**config.mk**
```make
export PLATFORM = sky130hd
export DESIGN_NAME = seq_code_lock
export DESIGN_NICKNAME = d
export VERILOG_FILES = /design/src/rtl/seq_code_lock.sv
export SDC_FILE = /design/constraint.sdc
export NUM_CORES = 1
export LEC_CHECK = 0
export CORE_MARGIN = 1
export CORE_UTILIZATION = 48
export DETAILED_ROUTE_END_ITERATION = 7
export PLACE_DENSITY = 0.71
export SYNTH_ARGS = -nofsm -noshare
export SYNTH_HDL_FRONTEND = slang
export SYNTH_SLANG_ARGS = --single-unit
export TNS_END_PERCENT = 10
```
**constraint.sdc**
```tcl
create_clock -name clk -period 5.7 [get_ports clk]
set_clock_uncertainty 0.15 [all_clocks]
set_input_delay 1.71 -clock clk [delete_from_list [all_inputs] [get_ports clk]]
set_output_delay 1.71 -clock clk [all_outputs]
set_load 0.02 [all_outputs]
```
**src/rtl/seq_code_lock.sv**
```systemverilog
// rtl/seq_code_lock.sv - serial code lock with open timeout, failed-attempt lockout and in-field code change
module seq_code_lock #(
  parameter int                  CODE_LEN       = 4,
  parameter logic [CODE_LEN-1:0] CODE_DEFAULT   = 4'b1011,
  parameter int                  MAX_FAILS      = 3,
  parameter int                  LOCKOUT_CYCLES = 16,
  parameter int                  OPEN_TIMEOUT   = 64
) (
  input  logic                           clk,
  input  logic                           rst,
  input  logic                           key,
  input  logic                           key_valid,
  input  logic                           attempt_clr,
  input  logic                           relock,
  input  logic                           prog_valid,
  input  logic [CODE_LEN-1:0]            prog_code,
  output logic                           unlocked,
  output logic                           unlock_pulse,
  output logic                           fail_pulse,
  output logic                           alarm,
  output logic [$clog2(MAX_FAILS+1)-1:0] fail_cnt
);

  localparam int FW   = $clog2(MAX_FAILS + 1);
  localparam int BW   = $clog2(CODE_LEN);
  localparam int TMAX = (OPEN_TIMEOUT > LOCKOUT_CYCLES) ? OPEN_TIMEOUT : LOCKOUT_CYCLES;
  localparam int TW   = $clog2(TMAX + 1);

  localparam logic [BW-1:0] LAST_BIT  = BW'(CODE_LEN - 1);
  localparam logic [FW-1:0] FAIL_MAX  = FW'(MAX_FAILS);
  localparam logic [TW-1:0] OPEN_LAST = TW'((OPEN_TIMEOUT > 0) ? OPEN_TIMEOUT - 1 : 0);
  localparam logic [TW-1:0] LOCK_LAST = TW'(LOCKOUT_CYCLES - 1);
  localparam bit            OPEN_TIMED = (OPEN_TIMEOUT != 0);

  // The unused fourth encoding is treated as illegal and recovers to LOCKED.
  typedef enum logic [1:0] {
    ST_LOCKED  = 2'd0,
    ST_OPEN    = 2'd1,
    ST_LOCKOUT = 2'd2
  } state_t;

  state_t              state_q, state_d;
  logic [BW-1:0]       bit_cnt_q, bit_cnt_d;
  logic [CODE_LEN-1:0] shift_q, shift_d;
  logic [CODE_LEN-1:0] code_q, code_d;
  logic [FW-1:0]       fail_cnt_q, fail_cnt_d;
  logic [TW-1:0]       timer_q, timer_d;
  logic                unlocked_q, unlocked_d;
  logic                unlock_pulse_q, unlock_pulse_d;
  logic                fail_pulse_q, fail_pulse_d;
  logic                alarm_q, alarm_d;

  logic [CODE_LEN-1:0] attempt;
  logic [FW-1:0]       fail_next;
  logic [TW-1:0]       timer_inc;

  // Candidate attempt value, saturated fail count and saturated timer increment.
  always_comb begin
    attempt   = {shift_q[CODE_LEN-2:0], key};
    fail_next = (fail_cnt_q >= FAIL_MAX) ? FAIL_MAX : fail_cnt_q + FW'(1);
    timer_inc = (timer_q == {TW{1'b1}}) ? timer_q : timer_q + TW'(1);
  end

  // Next-state logic: attempt assembly, compare, timers and code programming.
  always_comb begin
    state_d        = state_q;
    bit_cnt_d      = bit_cnt_q;
    shift_d        = shift_q;
    code_d         = code_q;
    fail_cnt_d     = fail_cnt_q;
    timer_d        = timer_q;
    unlock_pulse_d = 1'b0;
    fail_pulse_d   = 1'b0;

    case (state_q)
      ST_LOCKED: begin
        timer_d = '0;
        if (attempt_clr) begin
          // A clear in the same cycle as a strobe drops the strobed bit.
          bit_cnt_d = '0;
          shift_d   = '0;
        end else if (key_valid) begin
          shift_d = attempt;
          if (bit_cnt_q == LAST_BIT) begin
            bit_cnt_d = '0;
            if (attempt == code_q) begin
              state_d        = ST_OPEN;
              fail_cnt_d     = '0;
              unlock_pulse_d = 1'b1;
            end else begin
              fail_pulse_d = 1'b1;
              fail_cnt_d   = fail_next;
              if (fail_next == FAIL_MAX) begin
                state_d = ST_LOCKOUT;
              end
            end
          end else begin
            bit_cnt_d = bit_cnt_q + BW'(1);
          end
        end
      end

      ST_OPEN: begin
        // A code write is honoured even when relock or timeout fires this cycle.
        if (prog_valid) begin
          code_d = prog_code;
        end
        if (relock || (OPEN_TIMED && (timer_q == OPEN_LAST))) begin
          state_d   = ST_LOCKED;
          bit_cnt_d = '0;
          shift_d   = '0;
          timer_d   = '0;
        end else begin
          timer_d = timer_inc;
        end
      end

      ST_LOCKOUT: begin
        if (timer_q >= LOCK_LAST) begin
          state_d    = ST_LOCKED;
          fail_cnt_d = '0;
          bit_cnt_d  = '0;
          shift_d    = '0;
          timer_d    = '0;
        end else begin
          timer_d = timer_inc;
        end
      end

      default: begin
        state_d   = ST_LOCKED;
        bit_cnt_d = '0;
        shift_d   = '0;
        timer_d   = '0;
      end
    endcase

    unlocked_d = (state_d == ST_OPEN);
    alarm_d    = (state_d == ST_LOCKOUT);
  end

  // State, datapath and registered outputs.
  always_ff @(posedge clk or posedge rst) begin
    if (rst) begin
      state_q        <= ST_LOCKED;
      bit_cnt_q      <= '0;
      shift_q        <= '0;
      code_q         <= CODE_DEFAULT;
      fail_cnt_q     <= '0;
      timer_q        <= '0;
      unlocked_q     <= 1'b0;
      unlock_pulse_q <= 1'b0;
      fail_pulse_q   <= 1'b0;
      alarm_q        <= 1'b0;
    end else begin
      state_q        <= state_d;
      bit_cnt_q      <= bit_cnt_d;
      shift_q        <= shift_d;
      code_q         <= code_d;
      fail_cnt_q     <= fail_cnt_d;
      timer_q        <= timer_d;
      unlocked_q     <= unlocked_d;
      unlock_pulse_q <= unlock_pulse_d;
      fail_pulse_q   <= fail_pulse_d;
      alarm_q        <= alarm_d;
    end
  end

  assign unlocked     = unlocked_q;
  assign unlock_pulse = unlock_pulse_q;
  assign fail_pulse   = fail_pulse_q;
  assign alarm        = alarm_q;
  assign fail_cnt     = fail_cnt_q;

endmodule
```
==> results summary <==
The flow ran to the end, and the final reports show no timing, DRC or antenna violations. The count of flip-flops with a built-in enable after synthesis came out at 0. The required time at the endpoint of the critical path came out at 3840 ps.

The worst register-to-register path ends at fail_cnt[0]$_DFFE_PP0P_. The remaining routing DRC violations is 0. The maximum number of pins on one net before global-route repair came out at 25. The worst hold path begins at bit_cnt_q[1]$_DFFE_PP0P_. Along the worst hold path, the cell count comes to 1. The number of resized instances in the post-cts repair step came out at 0. The overall via count from detail_route is 864. The final instance count without filler cells is 155. The clock reaches the later pin of the worst-skew pair after slightly above 300 ps. The smallest clock period supported by the final layout is computed as 3220 ps. The maximum buffer depth of the clock tree is 2.

The standard-cell row count came out at 17. Counting both buffers and inverters, the worst setup path holds a total of 1. The worst IR drop on VDD came out at 0.253 mV.

The floorplan die area came out at approximately 2800 um2. The number of placed cells counting well taps came out at between 150 and 200. The synthesized flop and latch total came out at 24. The tightest min-delay check is of the flop to flop type. The via count of the first global-routing pass came out at 859. For this run, the register share of the synthesized area comes to 0.492. The startpoint identified for the worst register-to-register timing path is state_q[1]$_DFF_PP0_. The count of nets left with antenna violations once routing finished came out at 0.

The layout cell share with drive strength beyond 1 came out at 0.181. The synthesized cell area came out at 1230 um2. Wires add up to 2.13 mm. The clock tree from TritonCTS is built.

The count of routing violations after the opening detailed-route iteration came out at 15. The leading cell type in the layout, fill and taps excluded is sky130_fd_sc_hd__dfrtp_1. At the end of routability-driven placement, the weighted congestion stood at 0.770.

The number of setup violations in the final report is 0. The antenna diode count came out at 0. The vertical die dimension came out at 52.6 um. The layout net count is 145. The final total power came out at approximately 0.46 mW. The number of warnings issued by yosys is 0. The net count after synthesis came out at 124. The max-slew violation total from the final report was 0. Clock tree synthesis selected as its root buffer the cell sky130_fd_sc_hd__clkbuf_4. The average wire per cell in the routed design came out at 13.7 um. The reg2reg setup slack is 3630 ps. The relative max-transition margin came out at 0.400. The data arrival time of the critical path came out at 1360 ps.

After clock tree synthesis, the clock-pin slew on the worst setup and hold paths is 130 ps. For this design, the CTS-stage hold fixing added 0 buffers. Of the post-synthesis cell area, the dominant cell type holds 0.428. The I/O pin total is 17. The final critical-path setup slack is between 2000 and 2500 ps. The hold violation total from the final report came out at 0. The post-synthesis cell count is 107. The cell class contributing the biggest share of worst-path delay is buffers and inverters.

The total overflow left after global routing is 0. The placed wire-length estimate after detailed placement is 1.63 mm. After floorplanning, the core was sized to cover 2320 um2. After synthesis, the cell types taking the most area are sky130_fd_sc_hd__dfrtp_1 43%, sky130_fd_sc_hd__dfstp_2 6.4%, sky130_fd_sc_hd__ha_1 6.1%, sky130_fd_sc_hd__mux2_2 4.6%, sky130_fd_sc_hd__a21oi_1 2.9%.

The largest fanout on the critical path came out at 4. The share of synthesized registers carrying an async set or reset came out at 1.00. STA classifies the critical path startpoint as a flop. The total iterations of the first detailed-routing run is 4. Leaving out fill and tap cells, the most frequent cells in the layout are 21 x sky130_fd_sc_hd__dfrtp_1, 16 x sky130_fd_sc_hd__clkdlybuf4s50_1, 9 x sky130_fd_sc_hd__nor2_1. The transition at the pin with the smallest max-transition slack came out at roughly 900 ps. The category of the most critical setup path is flop to output pin. Setup repair after global routing left no endpoint under its margin. The number of buffers inserted during clock tree synthesis came out at 3. The final-layout fill cell count is 190. The type of element capturing the critical path is an output pin.

From synthesis to final layout, the design area changed by 18.8%. The largest individual stage delay along the critical path comes from the cell sky130_fd_sc_hd__clkdlybuf4s50_1. In this run the post-CTS setup repair buffer count came out at 0. The worst register-to-register path has a depth of 6. Before CTS, the worst setup slack after placement is 2180 ps. Across the run, the number of max-cap violations was 0. The endpoint with the worst hold slack is bit_cnt_q[1]$_DFFE_PP0P_. The count of H-tree levels built during CTS is 1. The clock net in this run drives a total of 24 sinks.

The signal on the critical path passes through clkdlybuf4s50_1. The delay of the slowest cell on the worst path came out at about 620 ps. The predominant post-synthesis flop cell is sky130_fd_sc_hd__dfrtp_1. The first global-routing pass estimated 3.66 mm of wire. Port buffering added 16 buffers. The static leakage came out at between 0.6 and 0.7 nW. In the finished design, the share of the clock period the worst path needs comes to 0.565.

Static timing analysis puts the maximum clock frequency at approximately 310 MHz. The count of cell types in the netlist is 36. Of all cell types, the one taking the most synthesized area is sky130_fd_sc_hd__dfrtp_1.

The effective utilization at floorplan is 0.530. The number of antenna violations at the first check in global routing came to 0. The aggregate global-route resource usage is 0.186.

The die span in x came out at roughly 53 um. Dividing the detail-routed via count by the number of cells gives 5.57. The synthesized area divided by synthesized cell count is 11.5 um2. For the final routed database, the setup TNS stands at 0 ps. The total power divided by cell area is 318 nW/um2.
## through the flow
| stage | cell area [um2] | utilization | hold WS (ps) |
|---|---|---|---|
| final | 1460 | 0.630 | 387 |
| after global routing | 1460 | 0.630 | 416 |
| after CTS | 1460 | 0.630 | 398 |
| after detailed placement | 1420 | 0.614 | 368 |
| after global placement | 1420 | 0.614 | 338 |
| after floorplan | 1230 | - | 320 |
## worst max-delay path by stage
stage	start	end	slack (ps)	cells past startpoint
global placement	key	unlocked$_DFF_PP0_	2260	6
floorplan	key	unlocked$_DFF_PP0_	2800	5
CTS	fail_cnt[1]$_DFFE_PP0P_	fail_cnt[1]	2480	1
global route	fail_cnt[1]$_DFFE_PP0P_	fail_cnt[1]	2420	1
detailed placement	key	unlocked$_DFF_PP0_	2180	6
finish	fail_cnt[1]$_DFFE_PP0P_	fail_cnt[1]	2480	1
## synthesized netlist by cell type, types with 2 or more instances
master	n
sky130_fd_sc_hd__a21oi_1	7
sky130_fd_sc_hd__a22o_1	3
sky130_fd_sc_hd__a22o_2	2
sky130_fd_sc_hd__and2_1	3
sky130_fd_sc_hd__and3_1	2
sky130_fd_sc_hd__dfrtp_1	21
sky130_fd_sc_hd__dfstp_2	3
sky130_fd_sc_hd__ha_1	6
sky130_fd_sc_hd__inv_1	6
sky130_fd_sc_hd__mux2_2	5
sky130_fd_sc_hd__nand2_1	4
sky130_fd_sc_hd__nand2b_1	4
sky130_fd_sc_hd__nand3_1	3
sky130_fd_sc_hd__nand4b_1	2
sky130_fd_sc_hd__nor2_1	9
sky130_fd_sc_hd__xnor2_1	4
sky130_fd_sc_hd__xor2_1	4
## metal layers
layer	track usage	up-vias	routed length [um]
li1	-	422	-
met1	0.239	414	993
met2	0.289	24	1020
met3	0.0319	4	81
met4	0.110	0	31
met5	0	-	0
## sequential cells by signal, summed over array words and instances (netlist names)
name          cells
alarm             1
bit_cnt_q         2
code_q            4
fail_cnt          2
fail_pulse        1
shift_q           3
state_q           2
timer_q           7
unlock_pulse      1
unlocked          1
## where the power goes
group / leakage (nW) / internal (mW) / switching (mW)
Clock: 0.0210 / 0.0390 / 0.0488
Combinational: 0.328 / 0.0738 / 0.0714
Sequential: 0.319 / 0.206 / 0.0250
## cells by family after synthesis
| group | share of synthesized area |
|---|---|
| simple gates | 0.196 |
| compound gates | 0.122 |
| fa+ha+maj | 0.0611 |
| buf+inv | 0.0183 |
| mux | 0.0540 |
| flops | 0.492 |
| xor+xnor | 0.0570 |
## final cells by class
| class | instances | area (um2) | share of cell area |
|---|---|---|---|
| inverter | 6 | 22.5 | 0.0154 |
| multi-input combinational | 77 | 602 | 0.412 |
| sequential | 24 | 604 | 0.414 |
| clock buffer | 4 | 36.3 | 0.0249 |
| tap | 28 | 35.0 | 0.0240 |
| timing repair buffer | 16 | 160 | 0.110 |
(Power assumes the default switching activity.)
